## src/rtl/dsp_mac_sequencer.sv

```systemverilog
// Streams signed (A,B) operand beats into one DSP48A1 slice used as a multiply-accumulate engine.
// Returns one 48-bit dot product per vector, together with its beat count and the slice CARRYOUT.
module dsp_mac_sequencer #(
    parameter int LAT     = 4,
    parameter int OPM_DLY = 2,
    parameter int CNT_W   = 16
) (
    input  logic             clk_i,
    input  logic             rst_ni,
    input  logic             s_valid_i,
    output logic             s_ready_o,
    input  logic [17:0]      s_a_i,
    input  logic [17:0]      s_b_i,
    input  logic             s_last_i,
    output logic             m_valid_o,
    input  logic             m_ready_i,
    output logic [47:0]      m_data_o,
    output logic             m_carry_o,
    output logic [CNT_W-1:0] m_count_o,
    output logic             m_ovf_o,
    output logic [17:0]      dsp_a_o,
    output logic [17:0]      dsp_b_o,
    output logic [7:0]       dsp_opmode_o,
    output logic             dsp_ce_o,
    output logic             dsp_rst_o,
    input  logic [47:0]      dsp_p_i,
    input  logic             dsp_carryout_i
);

    typedef enum logic [1:0] {INIT, RUN, DRAIN, HOLD} state_t;

    localparam logic [7:0]       OPM_FIRST = 8'h01;
    localparam logic [7:0]       OPM_ACC   = 8'h09;
    localparam logic [CNT_W-1:0] CNT_MAX   = '1;

    state_t                    state_q, state_d;
    logic [17:0]               a_q, b_q;
    logic [7:0]                opm_src_q;
    logic [OPM_DLY-1:0][7:0]   opm_q;
    logic [LAT:0]              tag_q;
    logic                      first_q;
    logic [CNT_W-1:0]          cnt_q;
    logic                      ovf_q;
    logic [47:0]               m_data_q;
    logic                      m_carry_q;
    logic [CNT_W-1:0]          m_count_q;
    logic                      m_ovf_q;
    logic                      accept;

    assign accept = s_valid_i && (state_q == RUN);

    always_ff @(posedge clk_i or negedge rst_ni) begin
        if (!rst_ni) begin
            state_q <= INIT;
        end else begin
            state_q <= state_d;
        end
    end

    always_comb begin
        state_d = state_q;
        unique case (state_q)
            INIT:    state_d = RUN;
            RUN:     if (accept && s_last_i) state_d = DRAIN;
            DRAIN:   if (tag_q[LAT]) state_d = HOLD;
            HOLD:    if (m_ready_i) state_d = RUN;
            default: state_d = INIT;
        endcase
    end

    // The last tag travels alongside the operands, so it emerges exactly when the final sum sits on P.
    always_ff @(posedge clk_i or negedge rst_ni) begin
        if (!rst_ni) begin
            a_q       <= '0;
            b_q       <= '0;
            opm_src_q <= OPM_ACC;
            opm_q     <= {OPM_DLY{OPM_ACC}};
            tag_q     <= '0;
            first_q   <= 1'b1;
            cnt_q     <= '0;
            ovf_q     <= 1'b0;
            m_data_q  <= '0;
            m_carry_q <= 1'b0;
            m_count_q <= '0;
            m_ovf_q   <= 1'b0;
        end else begin
            a_q       <= accept ? s_a_i : 18'd0;
            b_q       <= accept ? s_b_i : 18'd0;
            opm_src_q <= (accept && first_q) ? OPM_FIRST : OPM_ACC;
            opm_q[0]  <= opm_src_q;
            for (int i = 1; i < OPM_DLY; i++) begin
                opm_q[i] <= opm_q[i-1];
            end
            tag_q <= {tag_q[LAT-1:0], accept && s_last_i};

            if (accept) begin
                first_q <= s_last_i;
                if (first_q) begin
                    cnt_q <= CNT_W'(1);
                    ovf_q <= 1'b0;
                end else if (cnt_q == CNT_MAX) begin
                    ovf_q <= 1'b1;
                end else begin
                    cnt_q <= cnt_q + CNT_W'(1);
                end
            end

            if (state_q == DRAIN && tag_q[LAT]) begin
                m_data_q  <= dsp_p_i;
                m_carry_q <= dsp_carryout_i;
                m_count_q <= cnt_q;
                m_ovf_q   <= ovf_q;
            end
        end
    end

    // CE follows reset release directly so the slice is enabled during the single INIT cycle.
    assign dsp_ce_o     = rst_ni;
    assign dsp_rst_o    = (state_q == INIT);
    assign s_ready_o    = (state_q == RUN);
    assign m_valid_o    = (state_q == HOLD);
    assign dsp_a_o      = a_q;
    assign dsp_b_o      = b_q;
    assign dsp_opmode_o = opm_q[OPM_DLY-1];
    assign m_data_o     = m_data_q;
    assign m_carry_o    = m_carry_q;
    assign m_count_o    = m_count_q;
    assign m_ovf_o      = m_ovf_q;

endmodule

```

## config.mk

```make
export PLATFORM = sky130hd
export DESIGN_NAME = dsp_mac_sequencer
export DESIGN_NICKNAME = d
export VERILOG_FILES = /design/src/rtl/dsp_mac_sequencer.sv
export SDC_FILE = /design/constraint.sdc
export NUM_CORES = 1
export LEC_CHECK = 0
export BUFFER_PORTS_ARGS = -buffer_cell sky130_fd_sc_hd__buf_2
export CAP_MARGIN = 20
export CORE_ASPECT_RATIO = 0.9
export CORE_MARGIN = 2
export CORE_UTILIZATION = 35
export CTS_BUF_LIST = sky130_fd_sc_hd__clkbuf_16
export CTS_CLUSTER_SIZE = 14
export DETAILED_ROUTE_END_ITERATION = 6
export PLACE_DENSITY = 0.7
export SYNTH_ARGS = -nofsm -noshare
export SYNTH_HDL_FRONTEND = slang
export SYNTH_SLANG_ARGS = --single-unit
```

## constraint.sdc

```tcl
create_clock -name clk_i -period 1.67 [get_ports clk_i]
set_input_delay 0 -clock clk_i [delete_from_list [all_inputs] [get_ports clk_i]]
set_output_delay 0 -clock clk_i [all_outputs]
set_load 0.05 [all_outputs]
```

# After elaboration in Yosys (flattened, before gate mapping)
# Index checks and enable logic that the tools add are counted.
[totals]
register_bits = 139
latch_bits = 0
mem_bits_rw = 0
mem_bits_ro = 0
input_bits = 90
output_inout_bits = 114
n_memories = 0
[op_classes]
addsub = 1
n_mul = 0
div_mod_pow = 0
order_cmp = 0
n_eq_ne = 8
n_shift = 0
n_mux = 11
bitwise_logic = 0
n_reduce_logical = 9
[op_table]
columns = ["operator", "n"]
rows = [
  ["$mux 18", 2],
  ["$mux 16", 2],
  ["$add 16x1->16 const B", 1],
  ["$eq 16x16->1 const B", 1],
  ["$pmux 2 s4", 1],
  ["$mux 2", 3],
  ["$eq 2x2->1 const B", 2],
  ["$logic_and 1x1->1", 4],
  ["$mux 4", 1],
  ["$ne 2x1->1 const B", 2],
  ["$ne 2x2->1 const B", 2],
  ["$reduce_and 2->1", 2],
  ["$reduce_and 3->1", 1],
  ["$eq 2x1->1 const B", 1],
  ["$logic_not 2->1", 1],
  ["$mux 1", 2],
  ["$reduce_bool 2->1", 1],
]

# Depth between registers and ports, before layout
# Gate-level depths: netlist (run 1).
[logic_depth]
word_depth = 5
mapped_depth = 8
depth_no_buf = 7

# Worst setup path after synthesis (run 1)
# OpenSTA, ideal clock, no wires.
[synth_timing]
path_kind = "register to register"
from = "reg state_q[1]"
to = "reg state_q[1]"
t_arrival_ps = 1962
required_ps = 1545
slack_ps = -416
stages_incl_launch_ff = 7
synth_period_minus_slack_ps = 2086
path_cell_list = "dfrtp_1 inv_1 ha_1 and2_1 nand2_1 a222oi_1 mux2_2"
[synth_via]
elab_chain_len = 5
[synth_rtl]
columns = ["element", "line", "rtl"]
rows = [
  ["start, declared", "36", "state_t state_q, state_d;"],
  ["start signal, assigned", "56", "state_q <= state_d;"],
  ["$eq 2x1->1 (*)", "n/a", ""],
  ["via s_ready_o", "11", "output logic s_ready_o,"],
  ["$logic_and 1x1->1", "50", "assign accept = s_valid_i && (state_q == RUN);"],
  ["$logic_and 1x1->1", "64", "RUN: if (accept && s_last_i) state_d = DRAIN;"],
  ["$ne 2x1->1 (no line)", "n/a", ""],
  ["$reduce_and 3->1 (no line)", "n/a", ""],
]
# The timed path passes the listed nets; every way through them passes the cells marked *.
# A chain may end at the register's enable or synchronous reset.

# Worst setup path after layout (run 1)
[layout_timing]
from = "reg state_q[1]"
to = "reg state_q[0]"
[layout_via]
elab_chain_len = 5
[layout_rtl]
columns = ["element", "line"]
rows = [
  ["$eq 2x1->1", "50, 62"],
  ["$logic_and 1x1->1", "50"],
  ["$logic_and 1x1->1", "64"],
  ["$ne 2x1->1 (no line)", "n/a"],
  ["$reduce_and 3->1 (no line)", "n/a"],
]
# Parallel ways exist; a longest one is shown, timed or not.

==> impl_metrics.env, run 1 <==
export IMPL_status="finished with violations"
export IMPL_violations="setup timing"
export IMPL_numCtsBuffers=17
export IMPL_drt_iter0_markers=207
export IMPL_design_area_um2=8070
export IMPL_startpoint_type="flop"
export IMPL_die_w_um=131
export IMPL_finalHoldViolations=0
export IMPL_wl_mm=14.1
export IMPL_synthArstFlopShare_pct=100
export IMPL_port_buffers=196
export IMPL_syn_area_um2=5070
export IMPL_cpMaxStageDelayCell="dfrtp_1"
export IMPL_insertion_delay_ns=0.42
export IMPL_p_leak_nw=4.19
export IMPL_dieArea_um2=15500
export IMPL_antenna_found_initial=0
export IMPL_grt_usage_pct=17.9
export IMPL_seq_area_frac_synth_pct=64.3
export IMPL_overflow=0
export IMPL_synth_area_leaders="dfrtp_1 62%, mux2_2 14%, and3_1 4.8%"
export IMPL_drc_errors=0
export IMPL_synth_top_area_cell="dfrtp_1"
export IMPL_gp_congestion=0.844
export IMPL_diodes=0
export IMPL_clockRootBuffer="clkbuf_16"
export IMPL_finalPower_mw=14.6
export IMPL_mostFrequentLayoutCells="194 x buf_2, 124 x dfrtp_1, 88 x dlygate4sd3_1, 64 x mux2_2, 43 x buf_4"
export IMPL_crit_chain="inv_2 -> ha_4 -> and2_4 -> nand2_4 -> a222oi_1 -> buf_4 -> mux2i_2"
export IMPL_wl_per_cell_um=15.6
export IMPL_drtAntennaViolNets=0
export IMPL_cts_buffer_depth=2
export IMPL_placementRows=41
export IMPL_synthFlopType="dfrtp_1"
export IMPL_fp_dieH_um=118
export IMPL_period_share_pct=102
export IMPL_fmax_mhz=589
export IMPL_cts_tree="built"
export IMPL_slew_violations=0
export IMPL_arrival_ns=2.01
export IMPL_clk_pin_slew_ns=0.05
export IMPL_p_per_area_nw_per_um2=1810
export IMPL_synth_cell_types=41
export IMPL_num_io_pins=204
export IMPL_firstDrtPassIters=4
export IMPL_endpoint_kind="flop"
export IMPL_clock_sinks=130
export IMPL_viasPerCell=4.73
export IMPL_required_ns=1.98
export IMPL_dpl_cell_area_um2=6470
export IMPL_rsz0062_at_grt="yes"
export IMPL_worstHoldPathType="input port to flop"
export IMPL_holdWs_ns=0.0931
export IMPL_ys_warn_count=0
export IMPL_worst_pin_slew_ns=0.526
export IMPL_h_tree_depth=4
export IMPL_maxSlewHeadroom_pct=64.8
export IMPL_multiInputGateArea_um2=1710
export IMPL_netlist_instances=371
export IMPL_fillCellCount=1111
export IMPL_layout_commonest_cell="buf_2"
export IMPL_final_setup_viol_count=3
export IMPL_ys_ff_latch=130
export IMPL_start_util_pct=35.9
export IMPL_path_buf_inv=2
export IMPL_grt_pass1_vias=4510
export IMPL_path_delay_family="flip-flops"
export IMPL_grt_max_degree=67
export IMPL_grt_pass1_wl_mm=21.4
export IMPL_path_max_fanout=4
export IMPL_syn_avg_cell_area_um2=13.7
export IMPL_nNetsFinal=794
export IMPL_layout_setup_ws_ns=-0.0286
export IMPL_area_growth_pct=59.2
export IMPL_critPathKind="flop to flop"
export IMPL_regArea_um2=3260
export IMPL_ir_drop_mv=1.00
export IMPL_via_count=4273
export IMPL_final_cells=904
export IMPL_fin_crit_ns=1.70
export IMPL_drive_above_1_share_pct=50.1
export IMPL_max_cap_viol_count=0
export IMPL_clock_skew_ns=0.0142
export IMPL_hpwlAfterDp_mm=8.78
export IMPL_critical_path_max_stage_delay_ns=0.39
export IMPL_synth_edf_count=0
export IMPL_synth_top_cell_area_share_pct=62.2
export IMPL_dpl_cell_count=771
export IMPL_fp_coreArea_um2=14100
-- worst min-delay path, cell delays in order --
cell,delay (ns)
buf_2,0.12
nand2_1,0.15
o311ai_1,0.13
o41ai_1,0.06
-- final timing paths --
check / cells after the start / endpoint / slack, ns / start
min in group asynchronous: 2 / opm_q[3]$_DFF_PN1_ / 0.17 / rst_ni
max: 7 / state_q[0]$_DFFE_PN0P_ / -0.03 / state_q[1]$_DFFE_PN0P_
min reg2reg: 0 / opm_q[3]$_DFF_PN1_ / 0.35 / opm_src_q[3]$_DFF_PN1_
min: 4 / cnt_q[12]$_DFFE_PN0P_ / 0.09 / s_valid_i
max reg2reg: 7 / state_q[0]$_DFFE_PN0P_ / -0.03 / state_q[1]$_DFFE_PN0P_
max in group asynchronous: 3 / m_data_o[36]$_DFFE_PN0P_ / 0.78 / rst_ni
-- timing repair --
action / in CTS / in global routing
hold endpoints to repair: 215 / 2
gates resized for setup: 6 / 12
setup endpoints to repair: 18 / 57
gates cloned: 0 / 2
hold buffers: 88 / 1
buffers inserted: 5 / 6
pin swaps: 5 / 8
-- layout make-up --
class	instances	share of cell area, %
Sequential cell	130	40.4
Timing Repair Buffer	331	28.3
Multi-Input combinational cell	208	21.2
Clock buffer	17	5.27
Tap cell	193	2.99
Clock inverter	15	1.27
Inverter	10	0.465
-- metal layers --
metal	global-route usage [%]	up-vias	share of wire [%]
li1	-	1976	-
met1	19.6	2067	39
met2	31.0	198	50
met3	6.20	32	7.5
met4	7.98	0	2.7
met5	0	-	0
-- registers in the layout, summed over array words and instances, names as in the netlist --
signal        cells
m_ovf_o           1
tag_q             5
first_q           1
m_count_o        16
opm_q             1
state_q           2
cnt_q            16
dsp_a_o          18
ovf_q             1
m_data_o         48
dsp_opmode_o      1
dsp_b_o          18
m_carry_o         1
opm_src_q         1
-- through the flow --
stage	setup slack, ns	TNS, ns	utilization, %
2_1_floorplan	-0.113	-0.222	-
3_3_place_gp	0.0482	0	45.9
3_5_place_dp	-0.0775	-0.227	45.9
4_1_cts	-0.0286	-0.0571	56.2
5_1_grt	-0.0962	-1.38	57.2
6_report	-0.0286	-0.0579	57.2
-- power by group --
group | internal [mW] | switching [mW]
Combinational | 2.01 | 4.59
Sequential | 4.17 | 0.591
Clock | 2.00 | 1.28
-- cells by family after synthesis --
| family | synth area share [%] |
|---|---|
| compound gates | 5.11 |
| mux | 14.4 |
| fa+ha+maj | 1.48 |
| buf+inv | 3.61 |
| other cells | 0.148 |
| simple gates | 10.9 |
| flops | 64.3 |
-- Yosys cell counts (all sizes together), types with 2 or more instances --
master    n
a21oi     6
and2      3
and3     39
and4      5
buf      19
clkbuf    9
conb      2
dfrtp   126
dfstp     4
ha        6
inv       9
mux2     64
nand2    17
nand3     6
nand4     6
nor2      5
nor3      3
nor4      4
o211ai    5
o21ai     8
o311ai    5
o41ai     4
(Power assumes the default switching activity.)
==> run 2, diff against run 1 <==
Settings changed: ABC_AREA set to 1, CORE_UTILIZATION 35 to 44, PLACE_DENSITY 0.7 to 0.83.
==> run 2 against run 1 <==
Effect of this change:
- the flow finishes with violations (hold timing)
- flip-flop and latch count is the same
- wire length unchanged
- via count increased by 2.9%
- non-clock buffer count fell by 31
- largest cell class unchanged
- highest routed layer unchanged
==> impl_metrics.env, run 2 <==
export IMPL_wl_mm=14.1
export IMPL_die_w_um=119
export IMPL_nNetsFinal=860
export IMPL_grt_pass1_wl_mm=22.3
export IMPL_synth_area_leaders="dfrtp_1 60%, mux2_2 12%, inv_1 4.5%"
export IMPL_fmax_mhz=638
export IMPL_tns_ns=0
export IMPL_period_share_pct=93.9
export IMPL_multiInputGateArea_um2=1630
export IMPL_layout_commonest_cell="buf_2"
export IMPL_h_tree_depth=4
export IMPL_fin_crit_ns=1.57
export IMPL_synth_top_cell_area_share_pct=59.8
export IMPL_r2r_end="m_data_o[8]$_DFFE_PN0P_"
export IMPL_netlist_instances=466
export IMPL_syn_area_um2=5280
export IMPL_hold_path_end="state_q[1]$_DFFE_PN0P_"
export IMPL_finalPower_mw=13.8
export IMPL_grt_pass1_vias=4588
export IMPL_worstHoldPathType="input port to flop"
export IMPL_drt_iter0_markers=329
export IMPL_grt_usage_pct=22.6
export IMPL_cts_tree="built"
export IMPL_gp_congestion=0.852
export IMPL_final_cells=933
export IMPL_placementRows=37
export IMPL_seq_area_frac_synth_pct=61.8
export IMPL_status="finished with violations"
export IMPL_synth_top_area_cell="dfrtp_1"
export IMPL_layout_setup_ws_ns=0.102
export IMPL_via_count=4397
export IMPL_insertion_delay_ns=0.41
export IMPL_worst_pin_slew_ns=0.514
export IMPL_p_per_area_nw_per_um2=1740
export IMPL_final_setup_viol_count=0
export IMPL_path_max_fanout=21
export IMPL_critPathKind="flop to flop"
export IMPL_start_util_pct=45.6
export IMPL_grt_max_degree=71
export IMPL_dp_slack_ns=0.0439
export IMPL_dpl_cell_count=808
export IMPL_required_ns=1.96
export IMPL_synthFlopType="dfrtp_1"
export IMPL_cts_buffer_depth=2
export IMPL_diodes=0
export IMPL_synth_most_common_cell="dfrtp_1"
export IMPL_wl_per_cell_um=15.1
export IMPL_fillCellCount=786
export IMPL_drive_above_1_share_pct=42.1
export IMPL_min_path_cells=4
export IMPL_regArea_um2=3260
export IMPL_num_io_pins=204
export IMPL_port_buffers=196
export IMPL_p_leak_nw=4.17
export IMPL_violations="hold timing"
export IMPL_fp_coreArea_um2=11600
export IMPL_holdWs_ns=-0.0305
export IMPL_r2r_start="state_q[0]$_DFFE_PN0P_"
export IMPL_overflow=0
export IMPL_fp_dieH_um=108
export IMPL_ys_ff_latch=130
export IMPL_hp_start="m_ready_i"
export IMPL_endpoint_kind="flop"
export IMPL_synthArstFlopShare_pct=100
export IMPL_maxSlewHeadroom_pct=65.6
export IMPL_numCtsBuffers=17
export IMPL_arrival_ns=1.86
export IMPL_synth_cell_types=29
export IMPL_mostFrequentLayoutCells="195 x buf_2, 125 x dfrtp_1, 90 x dlygate4sd3_1, 66 x inv_1, 55 x mux2_2"
export IMPL_viasPerCell=4.71
export IMPL_hpwlAfterDp_mm=8.81
export IMPL_ys_warn_count=0
export IMPL_clockRootBuffer="clkbuf_16"
export IMPL_rr_worst_depth=5
export IMPL_slew_violations=0
export IMPL_antenna_found_initial=0
export IMPL_max_cap_viol_count=0
export IMPL_synth_edf_count=0
export IMPL_area_growth_pct=50.3
export IMPL_firstDrtPassIters=7
export IMPL_dieArea_um2=12900
export IMPL_reg2reg_slack_ns=0.10
export IMPL_largest_reg_flops=48
export IMPL_rsz0062_at_grt="no"
export IMPL_syn_avg_cell_area_um2=11.3
export IMPL_startpoint_type="flop"
export IMPL_finalHoldViolations=2
export IMPL_clock_skew_ns=0.00719
export IMPL_synthTopCellsByCount="126 x dfrtp_1, 63 x inv_1, 55 x mux2_2, 55 x nand2_1, 52 x nor2_1"
export IMPL_drtAntennaViolNets=0
export IMPL_clock_sinks=130
export IMPL_clk_pin_slew_ns=0.06
export IMPL_ir_drop_mv=0.754
export IMPL_drc_errors=0
## run 2: cell count changes after synthesis, moves of 15 or more
cell,delta
inv_1,+54
nor2_1,+47
and3_1,-39
nand2_1,+38
o21ai_0,+15
o21ai_2,+15
## run 2: power by group
part | switching (mW) | total [mW] | internal, mW
combinational | 4.34 | 5.95 | 1.61
sequential | 0.521 | 4.60 | 4.08
clock | 1.28 | 3.28 | 2.00
total | 6.14 | 13.8 | 7.69
## run 2: area by class of cell
class	count	area share, %
Clock buffer	17	5.37
Sequential cell	130	41.1
Tap cell	156	2.46
Inverter	64	3.03
Clock inverter	15	1.34
Timing Repair Buffer	300	26.1
Multi-Input combinational cell	251	20.6
## run 2: cells by family (layout without fill, tap and decap cells)
| logic type | count (synthesis) | in the layout | share of synthesized area (%) |
|---|---|---|---|
| multiplexers | 55 | 55 | 11.7 |
| other | 2 | 7 | 0.142 |
| AO/OA/AOI/OAI | 46 | 46 | 5.53 |
| buffers and inverters | 90 | 396 | 7.95 |
| AND/OR/NAND/NOR | 137 | 137 | 11.5 |
| adder cells (fa/ha/maj) | 6 | 6 | 1.42 |
| flip-flops | 130 | 130 | 61.8 |
## run 2: repair_timing
action                                  CTS  global route
endpoints found under the setup margin    0            56
resized for setup                         0             4
endpoints found under the hold margin   215             0
hold buffers                             90             0
setup buffers                             0             2
## run 2: layer usage
layer / routed length (um) / up-vias / GRT usage (%)
li1: - / 2058 / -
met4: 320 / 0 / 9.58
met5: 0 / - / 0
met2: 7260 / 188 / 40.2
met1: 5500 / 2128 / 25.9
met3: 1010 / 23 / 6.20
## run 2: stage by stage
step | utilization, % | hold slack [ns] | instance area [um2]
6_report | 68.5 | -0.0305 | 7930
5_1_grt | 68.5 | 0.0263 | 7930
4_1_cts | 68.1 | 0.0216 | 7880
3_5_place_dp | 55.7 | -0.116 | 6440
3_3_place_gp | 55.7 | -0.118 | 6440
2_1_floorplan | - | -0.296 | 5300
## run 2: worst max-delay path by stage
stage	from	endpoint	slack, ns	cells past startpoint
6_report	state_q[0]$_DFFE_PN0P_	m_data_o[8]$_DFFE_PN0P_	0.10	5
5_1_grt	state_q[1]$_DFFE_PN0P_	cnt_q[3]$_DFFE_PN0P_	0.005	8
4_1_cts	state_q[0]$_DFFE_PN0P_	m_data_o[34]$_DFFE_PN0P_	0.04	5
3_5_place_dp	state_q[0]$_DFFE_PN0P_	m_data_o[17]$_DFFE_PN0P_	0.04	5
3_3_place_gp	state_q[0]$_DFFE_PN0P_	m_data_o[32]$_DFFE_PN0P_	0.15	5
2_1_floorplan	state_q[0]$_DFFE_PN0P_	m_data_o[39]$_DFFE_PN0P_	0.03	6
## run 2: critical path: stages, from the launching register on
cell and delay, ns:
dfrtp_2 0.40, inv_1 0.08, ha_1 0.22, nand2_2 0.16
clkbuf_16 0.24, mux2_2 0.35
==> run 3, diff against run 2 <==
Settings changed: CORE_UTILIZATION 44 to 35, PLACE_DENSITY 0.83 to 0.7.
==> run 3 against run 2 <==
Effect of this change:
- the run still ends with hold timing left
- sequential power down 0.9%
- global-route usage decreased by 4.5 points
- setup slack gained 0.022 ns
- clock power grew 8.5%
- final cell count increased by 4.8%
- hold slack better by 0.024 ns
- fmax up 1.4%
- register-to-register slack better by 0.02 ns
- flip-flop and latch count is the same
- critical endpoint is now tag_q[0]$_DFF_PN0_
- largest cell class unchanged
- largest power group unchanged
==> impl_metrics.env, run 3 (synthesis gave the netlist of run 2 again) <==
export IMPL_status="finished with violations"
export IMPL_violations="hold timing"
export IMPL_p_per_area_nw_per_um2=1740
export IMPL_dieArea_um2=16100
export IMPL_start_util_pct=35.9
export IMPL_worstHoldPathType="input port to flop"
export IMPL_wl_met1_mm=5.44
export IMPL_cpMaxStageDelayCell="dlygate4sd3_1"
export IMPL_wl_mm=13.7
export IMPL_critPathKind="flop to flop"
export IMPL_path_buf_inv=2
export IMPL_firstDrtPassIters=4
export IMPL_period_share_pct=92.6
export IMPL_clk_pin_slew_ns=0.05
export IMPL_fp_dieH_um=120
export IMPL_ir_drop_mv=1.03
export IMPL_required_ns=2.02
export IMPL_wl_per_cell_um=14.0
export IMPL_gp_congestion=0.793
export IMPL_startpoint_type="flop"
export IMPL_max_cap_viol_count=0
export IMPL_rsz0062_at_grt="no"
export IMPL_final_util_pct=54.8
export IMPL_path_max_fanout=4
export IMPL_die_w_um=133
export IMPL_nNetsFinal=862
export IMPL_fin_crit_ns=1.55
export IMPL_min_path_cells=4
export IMPL_grt_usage_pct=18.1
export IMPL_via_count=4247
export IMPL_largest_reg_flops=48
export IMPL_port_buffers=196
export IMPL_topRoutingLayerUsed="met4"
export IMPL_fp_coreArea_um2=14700
export IMPL_drt_iter0_markers=243
export IMPL_grt_pass1_wl_mm=22.5
export IMPL_path_delay_family="buffers and inverters"
export IMPL_grt_pass1_vias=4534
export IMPL_overflow=0
export IMPL_drive_above_1_share_pct=42.7
export IMPL_numCtsBuffers=17
export IMPL_rr_worst_depth=5
export IMPL_met3_length_mm=1.01
export IMPL_r2r_start="state_q[1]$_DFFE_PN0P_"
export IMPL_drtAntennaViolNets=0
export IMPL_critical_path_max_stage_delay_ns=0.56
export IMPL_holdWs_ns=-0.00693
export IMPL_r2r_end="tag_q[0]$_DFF_PN0_"
export IMPL_antenna_found_initial=1
export IMPL_h_tree_depth=4
export IMPL_cp_startpoint="state_q[1]$_DFFE_PN0P_"
export IMPL_crit_chain="inv_1 -> ha_2 -> nand2_2 -> nor2_2 -> dlygate4sd3_1"
export IMPL_cp_depth=5
export IMPL_tns_ns=0
export IMPL_final_setup_viol_count=0
export IMPL_endpoint_kind="flop"
export IMPL_arrival_ns=1.89
export IMPL_viasPerCell=4.34
export IMPL_slew_violations=0
export IMPL_cts_buffer_depth=2
export IMPL_grt_max_degree=47
export IMPL_layout_commonest_cell="buf_2"
export IMPL_placementRows=42
export IMPL_clock_sinks=130
export IMPL_insertion_delay_ns=0.42
export IMPL_reg2reg_slack_ns=0.12
export IMPL_num_io_pins=204
export IMPL_mostFrequentLayoutCells="195 x buf_2, 126 x dfrtp_1, 89 x dlygate4sd3_1, 64 x inv_1, 55 x mux2_2"
export IMPL_layout_setup_ws_ns=0.124
export IMPL_dpl_cell_count=855
export IMPL_finalHoldViolations=2
export IMPL_area_growth_pct=52.9
export IMPL_dp_slack_ns=0.0304
export IMPL_dr_wl_met2_mm=6.96
export IMPL_drc_errors=0
export IMPL_clockRootBuffer="clkbuf_16"
export IMPL_fmax_mhz=647
export IMPL_cts_tree="built"
export IMPL_hpwlAfterDp_mm=8.72
export IMPL_clock_skew_ns=0.00790
export IMPL_final_cells=978
export IMPL_cp_endpoint="tag_q[0]$_DFF_PN0_"
export IMPL_p_leak_nw=4.22
[run 3: cell count changes in the layout (fill, tap and decap cells not counted), sizes merged]
cell / before / now
buf: 209 / 213
bufinv: 1 / 2
clkbuf: 18 / 17
diode: 0 / 1
dlygate4sd3: 90 / 89
inv: 69 / 68
[run 3: timing repair]
action	in CTS	in global routing
resized for setup	0	6
buffers inserted	0	1
hold buffers	89	0
endpoints found under the hold margin	215	0
setup endpoints to repair	0	15
[run 3: how the worst min path moves through the flow]
stage               from                  endpoint  slack (ns)
2_1_floorplan     rst_ni      cnt_q[0]$_DFFE_PN0P_       -0.30
3_3_place_gp      rst_ni  m_data_o[41]$_DFFE_PN0P_       -0.04
3_5_place_dp      rst_ni  m_data_o[41]$_DFFE_PN0P_       -0.04
4_1_cts        m_ready_i    state_q[0]$_DFFE_PN0P_        0.05
5_1_grt        m_ready_i    state_q[1]$_DFFE_PN0P_        0.04
6_report       m_ready_i    state_q[1]$_DFFE_PN0P_      -0.007
[run 3: per-stage QoR]
step	cell area [um2]	total power, mW
2_1_floorplan	5300	8.86
3_5_place_dp	6580	10.3
6_report	8060	14.1
4_1_cts	8030	14.1
5_1_grt	8060	14.8
3_3_place_gp	6580	10.2
[run 3: worst reg2reg max path, stage by stage, from the launching register on]
cell           delay (ns)
dfrtp_1              0.41
inv_1                0.12
ha_2                 0.20
nand2_2              0.08
nor2_2               0.10
dlygate4sd3_1        0.56
[run 3: final cells by class]
cell class / instances / area [um2]
multi-input combinational: 251 / 1640
timing repair buffer: 302 / 2110
fill: 1256 / 6650
sequential: 130 / 3260
clock buffer: 17 / 425
tap: 198 / 248
antenna: 1 / 2.50
clock inverter: 15 / 143
inverter: 64 / 240
[run 3: layer usage]
layer	GRT usage [%]	vias to the layer above
met5	0	-
met4	7.38	0
met3	6.37	22
met2	31.4	161
met1	20.4	2005
li1	-	2059
[run 3: power breakdown]
group	internal [mW]	leakage, nW	switching, mW	total (mW)
combinational	1.64	2.28	4.31	5.95
sequential	4.07	1.67	0.486	4.56
clock	2.18	0.275	1.38	3.56
